File: src/rtl/dram_arbiter_if.sv
`default_nettype none
// ============================================================================
// Module      : dram_arbiter_if
// Description : Requester-side bus for the two ports of the data-RAM arbiter.
// Revision    : 1.0 - initial release
// ============================================================================
interface dram_arbiter_if #(
  parameter int AW = 8,
  parameter int DW = 8
);
  logic          a_req;
  logic          a_we;
  logic [AW-1:0] a_addr;
  logic [DW-1:0] a_wdata;
  logic          a_gnt;
  logic          a_rvalid;
  logic [DW-1:0] a_rdata;

  logic          b_req;
  logic          b_we;
  logic          b_lock;
  logic [AW-1:0] b_addr;
  logic [DW-1:0] b_wdata;
  logic          b_gnt;
  logic          b_rvalid;
  logic [DW-1:0] b_rdata;

  modport master (
    output a_req, a_we, a_addr, a_wdata,
    input  a_gnt, a_rvalid, a_rdata,
    output b_req, b_we, b_lock, b_addr, b_wdata,
    input  b_gnt, b_rvalid, b_rdata
  );

  modport slave (
    input  a_req, a_we, a_addr, a_wdata,
    output a_gnt, a_rvalid, a_rdata,
    input  b_req, b_we, b_lock, b_addr, b_wdata,
    output b_gnt, b_rvalid, b_rdata
  );
endinterface
`default_nettype wire

File: src/rtl/dram_arbiter.sv
`default_nettype none
// ============================================================================
// Module      : dram_arbiter
// Description : Shares one registered-read RAM between CPU (A) and loader (B)
//               with bounded starvation of B and a B-side burst lock.
// Revision    : 1.0 - initial release
// ============================================================================
module dram_arbiter #(
  parameter int AW     = 8,
  parameter int DW     = 8,
  parameter int STARVE = 4
) (
  input  logic          Clock,
  input  logic          Reset,
  dram_arbiter_if.slave bus,
  output logic [AW-1:0] ram_addr,
  output logic [DW-1:0] ram_data,
  output logic          ram_wren,
  input  logic [DW-1:0] ram_q,
  output logic [7:0]    conflicts
);

  localparam logic [3:0] c_starve_max = 4'(STARVE);

  logic       r_lock;
  logic [3:0] r_starve;
  logic       r_rv_a;
  logic       r_rv_b;
  logic [7:0] r_conflicts;

  logic       w_a_gnt;
  logic       w_b_gnt;
  logic       w_both;

  assign w_both = bus.a_req & bus.b_req;

  always_comb begin
    w_a_gnt = 1'b0;
    w_b_gnt = 1'b0;
    if (Reset) begin
      // A held lock owns the RAM; an idle lock owner leaves the cycle unused.
      if (r_lock) begin
        w_b_gnt = bus.b_req;
      end else if (w_both) begin
        if (r_starve == c_starve_max) w_b_gnt = 1'b1;
        else                          w_a_gnt = 1'b1;
      end else begin
        w_a_gnt = bus.a_req;
        w_b_gnt = bus.b_req;
      end
    end
  end

  always_comb begin
    ram_addr = bus.a_addr;
    ram_data = bus.a_wdata;
    ram_wren = w_a_gnt & bus.a_we;
    if (w_b_gnt) begin
      ram_addr = bus.b_addr;
      ram_data = bus.b_wdata;
      ram_wren = bus.b_we;
    end
  end

  always_ff @(posedge Clock) begin
    if (!Reset) begin
      r_lock      <= 1'b0;
      r_starve    <= 4'd0;
      r_rv_a      <= 1'b0;
      r_rv_b      <= 1'b0;
      r_conflicts <= 8'd0;
    end else begin
      r_rv_a <= w_a_gnt & ~bus.a_we;
      r_rv_b <= w_b_gnt & ~bus.b_we;

      if (w_b_gnt || !bus.b_req)
        r_starve <= 4'd0;
      else if (w_a_gnt && (r_starve != c_starve_max))
        r_starve <= r_starve + 4'd1;

      if (w_b_gnt)
        r_lock <= bus.b_lock;
      else if (!bus.b_req)
        r_lock <= 1'b0;

      if (w_both && (r_conflicts != 8'hFF))
        r_conflicts <= r_conflicts + 8'd1;
    end
  end

  assign bus.a_gnt    = w_a_gnt;
  assign bus.b_gnt    = w_b_gnt;
  assign bus.a_rvalid = r_rv_a;
  assign bus.b_rvalid = r_rv_b;
  assign bus.a_rdata  = ram_q;
  assign bus.b_rdata  = ram_q;
  assign conflicts    = r_conflicts;

endmodule
`default_nettype wire

File: src/flat_wrapper.sv
// flat-port wrapper written by rule: the top's interface ports become plain ports
module dram_arbiter_flat 
#(
  parameter int AW     = 8,
  parameter int DW     = 8,
  parameter int STARVE = 4
)
  (Clock, Reset, ram_addr, ram_data, ram_wren, ram_q, conflicts, bus_a_req, bus_a_we, bus_a_addr, bus_a_wdata, bus_a_gnt, bus_a_rvalid, bus_a_rdata, bus_b_req, bus_b_we, bus_b_lock, bus_b_addr, bus_b_wdata, bus_b_gnt, bus_b_rvalid, bus_b_rdata);
  dram_arbiter_if #(.AW(AW), .DW(DW)) bus_i ();
  input  logic Clock;
  input  logic Reset;
  output logic [AW-1:0] ram_addr;
  output logic [DW-1:0] ram_data;
  output logic ram_wren;
  input  logic [DW-1:0] ram_q;
  output logic [7:0] conflicts;
  input wire logic [$bits(bus_i.a_req)-1:0] bus_a_req;
  input wire logic [$bits(bus_i.a_we)-1:0] bus_a_we;
  input wire logic [$bits(bus_i.a_addr)-1:0] bus_a_addr;
  input wire logic [$bits(bus_i.a_wdata)-1:0] bus_a_wdata;
  output wire logic [$bits(bus_i.a_gnt)-1:0] bus_a_gnt;
  output wire logic [$bits(bus_i.a_rvalid)-1:0] bus_a_rvalid;
  output wire logic [$bits(bus_i.a_rdata)-1:0] bus_a_rdata;
  input wire logic [$bits(bus_i.b_req)-1:0] bus_b_req;
  input wire logic [$bits(bus_i.b_we)-1:0] bus_b_we;
  input wire logic [$bits(bus_i.b_lock)-1:0] bus_b_lock;
  input wire logic [$bits(bus_i.b_addr)-1:0] bus_b_addr;
  input wire logic [$bits(bus_i.b_wdata)-1:0] bus_b_wdata;
  output wire logic [$bits(bus_i.b_gnt)-1:0] bus_b_gnt;
  output wire logic [$bits(bus_i.b_rvalid)-1:0] bus_b_rvalid;
  output wire logic [$bits(bus_i.b_rdata)-1:0] bus_b_rdata;
  assign bus_i.a_req = bus_a_req;
  assign bus_i.a_we = bus_a_we;
  assign bus_i.a_addr = bus_a_addr;
  assign bus_i.a_wdata = bus_a_wdata;
  assign bus_a_gnt = bus_i.a_gnt;
  assign bus_a_rvalid = bus_i.a_rvalid;
  assign bus_a_rdata = bus_i.a_rdata;
  assign bus_i.b_req = bus_b_req;
  assign bus_i.b_we = bus_b_we;
  assign bus_i.b_lock = bus_b_lock;
  assign bus_i.b_addr = bus_b_addr;
  assign bus_i.b_wdata = bus_b_wdata;
  assign bus_b_gnt = bus_i.b_gnt;
  assign bus_b_rvalid = bus_i.b_rvalid;
  assign bus_b_rdata = bus_i.b_rdata;
  dram_arbiter #(.AW(AW), .DW(DW), .STARVE(STARVE)) u_core (.Clock(Clock), .Reset(Reset), .bus(bus_i), .ram_addr(ram_addr), .ram_data(ram_data), .ram_wren(ram_wren), .ram_q(ram_q), .conflicts(conflicts));
endmodule
File: config.mk
export PLATFORM = sky130hd
export DESIGN_NAME = dram_arbiter_flat
export DESIGN_NICKNAME = d
export VERILOG_FILES = /design/src/rtl/dram_arbiter_if.sv /design/src/rtl/dram_arbiter.sv /design/src/flat_wrapper.sv
export SDC_FILE = /design/constraint.sdc
export NUM_CORES = 1
export LEC_CHECK = 0
export ABC_AREA = 1
export BUFFER_PORTS_ARGS = -buffer_cell sky130_fd_sc_hd__buf_2
export CORE_MARGIN = 2
export CORE_UTILIZATION = 43
export CTS_BUF_LIST = sky130_fd_sc_hd__clkbuf_2
export CTS_CLUSTER_DIAMETER = 150
export DETAILED_ROUTE_END_ITERATION = 6
export HOLD_SLACK_MARGIN = 0.02
export PLACE_DENSITY = 0.88
export SLEW_MARGIN = 30
export SYNTH_ARGS = -nofsm -noshare
export SYNTH_HDL_FRONTEND = slang
export SYNTH_SLANG_ARGS = --single-unit
export TNS_END_PERCENT = 50
File: constraint.sdc
create_clock -name Clock -period 3 [get_ports Clock]
set_input_delay 0.9 -clock Clock [delete_from_list [all_inputs] [get_ports Clock]]
set_output_delay 0.9 -clock Clock [all_outputs]
set_load 0.01 [all_outputs]
==> reports/results.md, run 1 <==
| Metric | Value |
| --- | --- |
| Outcome | completed |
| Post-synthesis area per instance | 6.00 sq um |
| Setup repair after global routing missed its margin | no |
| Post-place instance area | 1350 sq um |
| Initial antenna violation count | 0 |
| Post-synthesis sequential element count | 15 |
| Remaining design rule violation count | 0 |
| Relative area change from synthesis to final layout | 22.3% |
| Total detailed-routing wirelength | 2590 microns |
| Number of DRC markers after the initial detailed-route iteration | 14 |
| Placeable Area | 2480 sq um |
| Number of endpoints with negative hold slack in the final report | 0 |
| Count of input and output buffers | 67 |
| Wire length of the first global-routing pass | 4020 microns |
| Maximum vdd drop | 0.000244 V |
| Starting Density | 0.453 |
| Pin count of the biggest net entering global routing | 18 |
| Clock buffer depth | 2 |
| Global route hottest layer | met2 |
| Post-CTS Setup Inserts | 0 |
| Cell area after technology mapping | 1120 sq um |
| Max-cap check violation count | 0 |
| Post-synthesis instance total | 187 |
| Antenna-violating nets left | 0 |
| Nets in the synthesized netlist | 237 |
| Final hold slack | 516 ps |
| Largest fanout on the critical path | 9 |
| Share of the synthesized area in the top cell type | 0.271 |
| Worst max-slew margin expressed relative to the limit | 0.829 |
| Number of vias per cell after detailed routing | 4.53 |
| Min cycle time layout | 2740 ps |
| Routed len/inst | 9.54 microns |
| Root Driver | clkbuf_2 |
| Layout cells sized above 1 | 0.328 |
| Clock sinks | 15 |
| Cts bufs inserted | 3 |
| Global Route met3 Usage | 0.0538 |
| Cells taking the most area after synthesis | nand2_1, dfxtp_1, buf_4 |
| CP Capture Type | output pin |
| Most used flip-flop cell after synthesis | dfxtp_1 |
| Vias in the first global route | 1,008 |
| Vert. Die Dim | 55.1 microns |
| Most frequent cells after synthesis | nand2_1, inv_1, nor2_1 |
| Yosys warns | 0 |
| Worst endpoint required time | 2100 ps |
| Worst EP arrival | 1840 ps |
| Startpoint-to-endpoint class of the critical path | input port to output pin |
| Crit share post-route | 0.914 |
| EDFF count, synth | 0 |
| Clk_skew | 6.57 ps |
| Setup slack after layout | 258 ps |
| Number of detailed-route iterations in the first pass | 4 |
| Setup crit start kind | input port |
| Achievable Freq | 365 MHz |
| Leftover overflow at the end of global routing | 0 |
| Cts hold-fix bufs | 0 |
| Fraction of synthesis flops using an asynchronous set or reset pin | 0 |
| Static leakage power | 0.789 nW |
| Sequential share of the synthesized area | 0.268 |
| N_diodes | 0 |
| Detailed placer's ending HPWL | 2140 microns |
| Worst hold path class | flip-flop to flip-flop |
| Count of standard-cell rows | 18 |
| Clk_lat worst skew | 290 ps |
| Clock-pin slew of the registers on the worst-case setup and hold paths | 140 ps |
| Setup tns final | 0 ps |
| CTS H-Tree Depth | 1 |
| Boundary Pins | 92 |
| Overall die area | 3030 sq um |
| Die X-Extent | 55.1 microns |
| Slew at the pin with the worst max-slew slack | 257 ps |
| Place WS | 264 ps |
| Number of endpoints failing setup at the final stage | 0 |
| Unique masters post-synth | 17 |
| Most common cell in the netlist | nand2_1 |
| Clock tree from TritonCTS | done |
| Number of nets in the finished design | 292 |
| Global placer's final weighted congestion | 0.746 |
| Fin area | 1370 sq um |
| Synth area leader | nand2_1 |
| Met2 layer usage reported by global route | 0.302 |
| Power density of the placed cells | 304 nW/um^2 |
| Grt met1 use | 0.228 |
| Max-slew violation total from the final report | 0 |
| Vias after detailed routing | 1,227 |
| Global-route usage over all layers | 0.182 |
| Gates resized, CTS repair | 0 |
## cell families (layout without fill, tap and decap cells)
| family | after synthesis | count (layout) | share of synthesized area |
|---|---|---|---|
| simple gates | 112 | 112 | 0.398 |
| buf+inv | 39 | 93 | 0.207 |
| fa+ha+maj | 3 | 3 | 0.0334 |
| flops | 15 | 15 | 0.268 |
| compound gates | 14 | 14 | 0.0624 |
| xor+xnor | 4 | 4 | 0.0312 |
## power breakdown
part           internal (mW)  leakage, nW  switching, mW
Clock                 0.0353       0.0166         0.0675
Combinational         0.0498        0.650         0.0591
Sequential             0.203        0.122        0.00295
Total                  0.288        0.789          0.130
## cells in the final DEF, fill, tap and decap left out, drive strengths merged
cell type	Yosys	layout
o21ai	5	5
dfxtp	15	15
xor2	4	4
nand3	6	6
inv	20	20
a21oi	9	9
ha	3	3
nand4	2	2
clkbuf	0	4
nand2	85	85
buf	19	69
nor2	18	18
nor3	1	1
## worst paths after layout
check,from,endpoint,slack [ps],depth (start not counted)
setup / recovery,bus_b_req,ram_data[4],260,9
hold / removal,u_core.r_starve[3]$_SDFFE_PP0P_,u_core.r_starve[3]$_SDFFE_PP0P_,520,2
setup reg to reg,u_core.conflicts[1]$_SDFFE_PN0P_,u_core.conflicts[7]$_SDFFE_PN0P_,1470,8
hold reg to reg,u_core.r_starve[3]$_SDFFE_PP0P_,u_core.r_starve[3]$_SDFFE_PP0P_,520,2
## critical path: stages
cell and delay [ps]:
buf_2 120, nand2_1 70, nor2_1 130, nand2_1 80, nand2_2 120, buf_4 190
nand2_1 60, nand2_1 60, buf_2 120
## final cells by class
type                    instances  area (sq um)
clock buffers                   4          20.0
multi-input cells             133           589
repair buffers                 69           350
flip-flops and latches         15           300
fillers                       260          1100
well taps                      30          37.5
inverters                      20          75.1
## routing by layer
layer | up-vias | wire length (microns) | share of wire
li1 | 659 | - | -
met2 | 49 | 1230 | 0.47
met4 | 0 | 23 | 0.0089
met5 | - | 0 | 0
met1 | 515 | 1090 | 0.42
met3 | 4 | 245 | 0.095
## state kept, by name (all words and copies together) (netlist names)
name	cells
u_core.r_lock	1
u_core.bus.b_rvalid	1
u_core.r_starve	4
u_core.bus.a_rvalid	1
u_core.conflicts	8
## metrics by stage
stage               power (mW)   util  std cells
floorplan                0.290      -        187
global placement         0.318  0.546        267
detailed placement       0.320  0.546        267
CTS                      0.421  0.554        271
global route             0.452  0.554        271
finish                   0.418  0.554        271
No activity file was read; power rests on OpenSTA's default activity.
==> run 2: changes to the inputs <==
Settings changed: MAX_ROUTING_LAYER set to met4, PLACE_DENSITY 0.88 to unset, PLACE_DENSITY_LB_ADDON set to 0.05.
==> reports/results.md, run 2 (synthesized netlist as in run 1, its figures left out) <==
| Metric | Value | vs previous |
| --- | --- | --- |
| Number of endpoints with negative hold slack in the final report | 0 | unchanged |
| Clock tree from TritonCTS | done |  |
| Clock buffer depth | 2 | unchanged |
| Hold EP | u_core.r_starve[3]$_SDFFE_PP0P_ |  |
| Number of flip-flops in the largest register | 8 | unchanged |
| Slew at the pin with the worst max-slew slack | 237 ps | -19.2 ps |
| Layout cells sized above 1 | 0.325 | -0.00280 |
| Clock sinks | 15 | unchanged |
| Outcome | completed |  |
| Final cell utilization of the core | 0.553 | -0.00101 |
| Post-CTS Setup Inserts | 0 | unchanged |
| Most frequent standard cell in the layout excluding fill and tap cells | nand2_1 |  |
| Max-cap check violation count | 0 | unchanged |
| Hold Crit Depth | 2 | unchanged |
| Global-route usage over all layers | 0.167 | -0.0149 |
| N_diodes | 0 | unchanged |
| Vert. Die Dim | 55.1 microns | unchanged |
| Maximum vdd drop | 0.000309 V | +26% |
| Pin count of the biggest net entering global routing | 18 | unchanged |
| Place WS | 152 ps | -112 ps |
| Worst endpoint required time | 2100 ps | about the same |
| Int Pwr | 0.287 mW | -0.21% |
| Starting Density | 0.453 | unchanged |
| Boundary Pins | 92 | unchanged |
| Number of DRC markers after the initial detailed-route iteration | 14 | unchanged |
| Setup tns final | 0 ps | unchanged |
| Comb power frac | 0.263 | +0.002 |
| Clk_lat worst skew | 280 ps | about the same |
| Startpoint-to-endpoint class of the critical path | input port to output pin |  |
| Number of detailed-route iterations in the first pass | 4 | unchanged |
| Vias after detailed routing | 1,250 | +1.9% |
| Relative area change from synthesis to final layout | 22.1% |  |
| Hold path startpoint | u_core.r_starve[3]$_SDFFE_PP0P_ |  |
| Worst hold path class | flip-flop to flip-flop |  |
| Remaining design rule violation count | 0 | unchanged |
| Vias in the first global route | 965 | -4.3% |
| Global placer's final weighted congestion | 0.792 | +6.1% |
| Static leakage power | 0.788 nW | -0.13% |
| Clk_skew | 10.5 ps | +3.97 ps |
| Total detailed-routing wirelength | 2610 microns | +0.81% |
| Setup crit start kind | input port |  |
| Cts hold-fix bufs | 0 | unchanged |
| Root Driver | clkbuf_2 |  |
| Detailed placer's ending HPWL | 2190 microns | +2.3% |
| Psw | 0.126 mW | -2.5% |
| CTS H-Tree Depth | 1 | unchanged |
| Routed len/inst | 9.65 microns | +1.2% |
| Min cycle time layout | 2800 ps | +54.9 ps |
| Die X-Extent | 55.1 microns | unchanged |
| CP Capture Type | output pin |  |
| Reg2reg end | u_core.conflicts[1]$_SDFFE_PN0P_ |  |
| Depth of the worst register-to-register path | 8 | unchanged |
| Worst r2r src | u_core.conflicts[0]$_SDFFE_PN0P_ |  |
| Crit share post-route | 0.932 | +0.0183 |
| Overall die area | 3030 sq um | unchanged |
| Cts bufs inserted | 3 | unchanged |
| Worst max-slew margin expressed relative to the limit | 0.840 | +0.0114 |
| Antenna-violating nets left | 0 | unchanged |
| Count of standard-cell rows | 18 | unchanged |
| Setup repair after global routing missed its margin | no |  |
| Max-slew violation total from the final report | 0 | unchanged |
| Largest fanout on the critical path | 12 | +3 |
| Part of the total power dissipated in the clock network | 0.239 | -0.007 |
| Power density of the placed cells | 302 nW/um^2 | -0.75% |
| Count of input and output buffers | 67 | unchanged |
| Final hold slack | 509 ps | -7.11 ps |
| Placeable Area | 2480 sq um | unchanged |
| Wire length of the first global-routing pass | 3660 microns | -8.9% |
| Achievable Freq | 357 MHz | -2.0% |
| Initial antenna violation count | 0 | unchanged |
| Worst EP arrival | 1900 ps | +60 ps |
| Number of endpoints failing setup at the final stage | 0 | unchanged |
| Clock-pin slew of the registers on the worst-case setup and hold paths | 130 ps | about the same |
| Fraction of power spent switching nets | 0.305 | -0.00501 |
| Setup slack after layout | 203 ps | -54.9 ps |
| Number of vias per cell after detailed routing | 4.63 | +2.3% |
| Slack of the worst reg-to-reg path | 1520 ps | +50 ps |
| Number of nets in the finished design | 291 | -0.34% |
| Leftover overflow at the end of global routing | 0 | unchanged |
| Most used cells in the layout excluding fill and tap cells | nand2_1, buf_2, inv_1 |  |
| Sequential Power Share | 0.497 | +0.004 |
==> run 2: cell types whose count changed in the layout (fill, tap and decap cells not counted) <==
cell / change
nand2_4: +1
buf_4: -1
nand2_2: -1
==> run 2: final cells by class <==
class	instances	area (sq um)
Inverter	20	75.1
Multi-Input combinational cell	133	594
Sequential cell	15	300
Timing Repair Buffer	68	343
Fill cell	266	1110
Clock buffer	4	20.0
Tap cell	30	37.5
==> run 2: power by group through the flow <==
stage | combinational [mW] | sequential, mW | clock (mW)
finish | 0.109 | 0.206 | 0.0991
global route | 0.123 | 0.206 | 0.111
CTS | 0.110 | 0.206 | 0.104
detailed placement | 0.109 | 0.210 | 0
global placement | 0.108 | 0.210 | 0
floorplan | 0.0790 | 0.211 | 0
==> run 2: timing repair <==
action,4_1_cts,5_1_grt
hold endpoints to repair,0,0
gates resized for setup,0,1
setup endpoints to repair,0,5
==> run 2: metrics by stage <==
step	power [mW]	std cells	instance area, sq um
floorplan	0.290	187	1120
CTS	0.419	270	1370
global placement	0.318	266	1350
finish	0.414	270	1370
detailed placement	0.319	266	1350
global route	0.441	270	1370
==> run 2: routing by layer <==
layer	routed length, microns	global-route usage
met4	0	0.0203
met3	181	0.0538
met2	1340	0.292
met5	0	-
met1	1090	0.191
==> run 2: worst max-delay path by stage <==
stage                                          startpoint     endpoint  slack, ps  cells after the start
after detailed placement                        bus_b_req  ram_addr[3]        150                      9
final                                           bus_b_req  ram_addr[0]        200                      9
after global routing      u_core.r_starve[0]$_SDFFE_PP0P_  ram_addr[0]         60                     11
after global placement                          bus_b_req  ram_addr[0]        210                      9
after floorplan                                 bus_a_req  ram_addr[5]        500                      8
after CTS                                       bus_b_req  ram_addr[3]        150                      9
==> run 2: critical path, stage by stage <==
cell,delay (ps)
buf_2,110
nand2_1,70
nor2_1,140
nand2_1,110
nand2_4,140
buf_4,190
nand2_1,60
nand2_1,70
buf_2,120
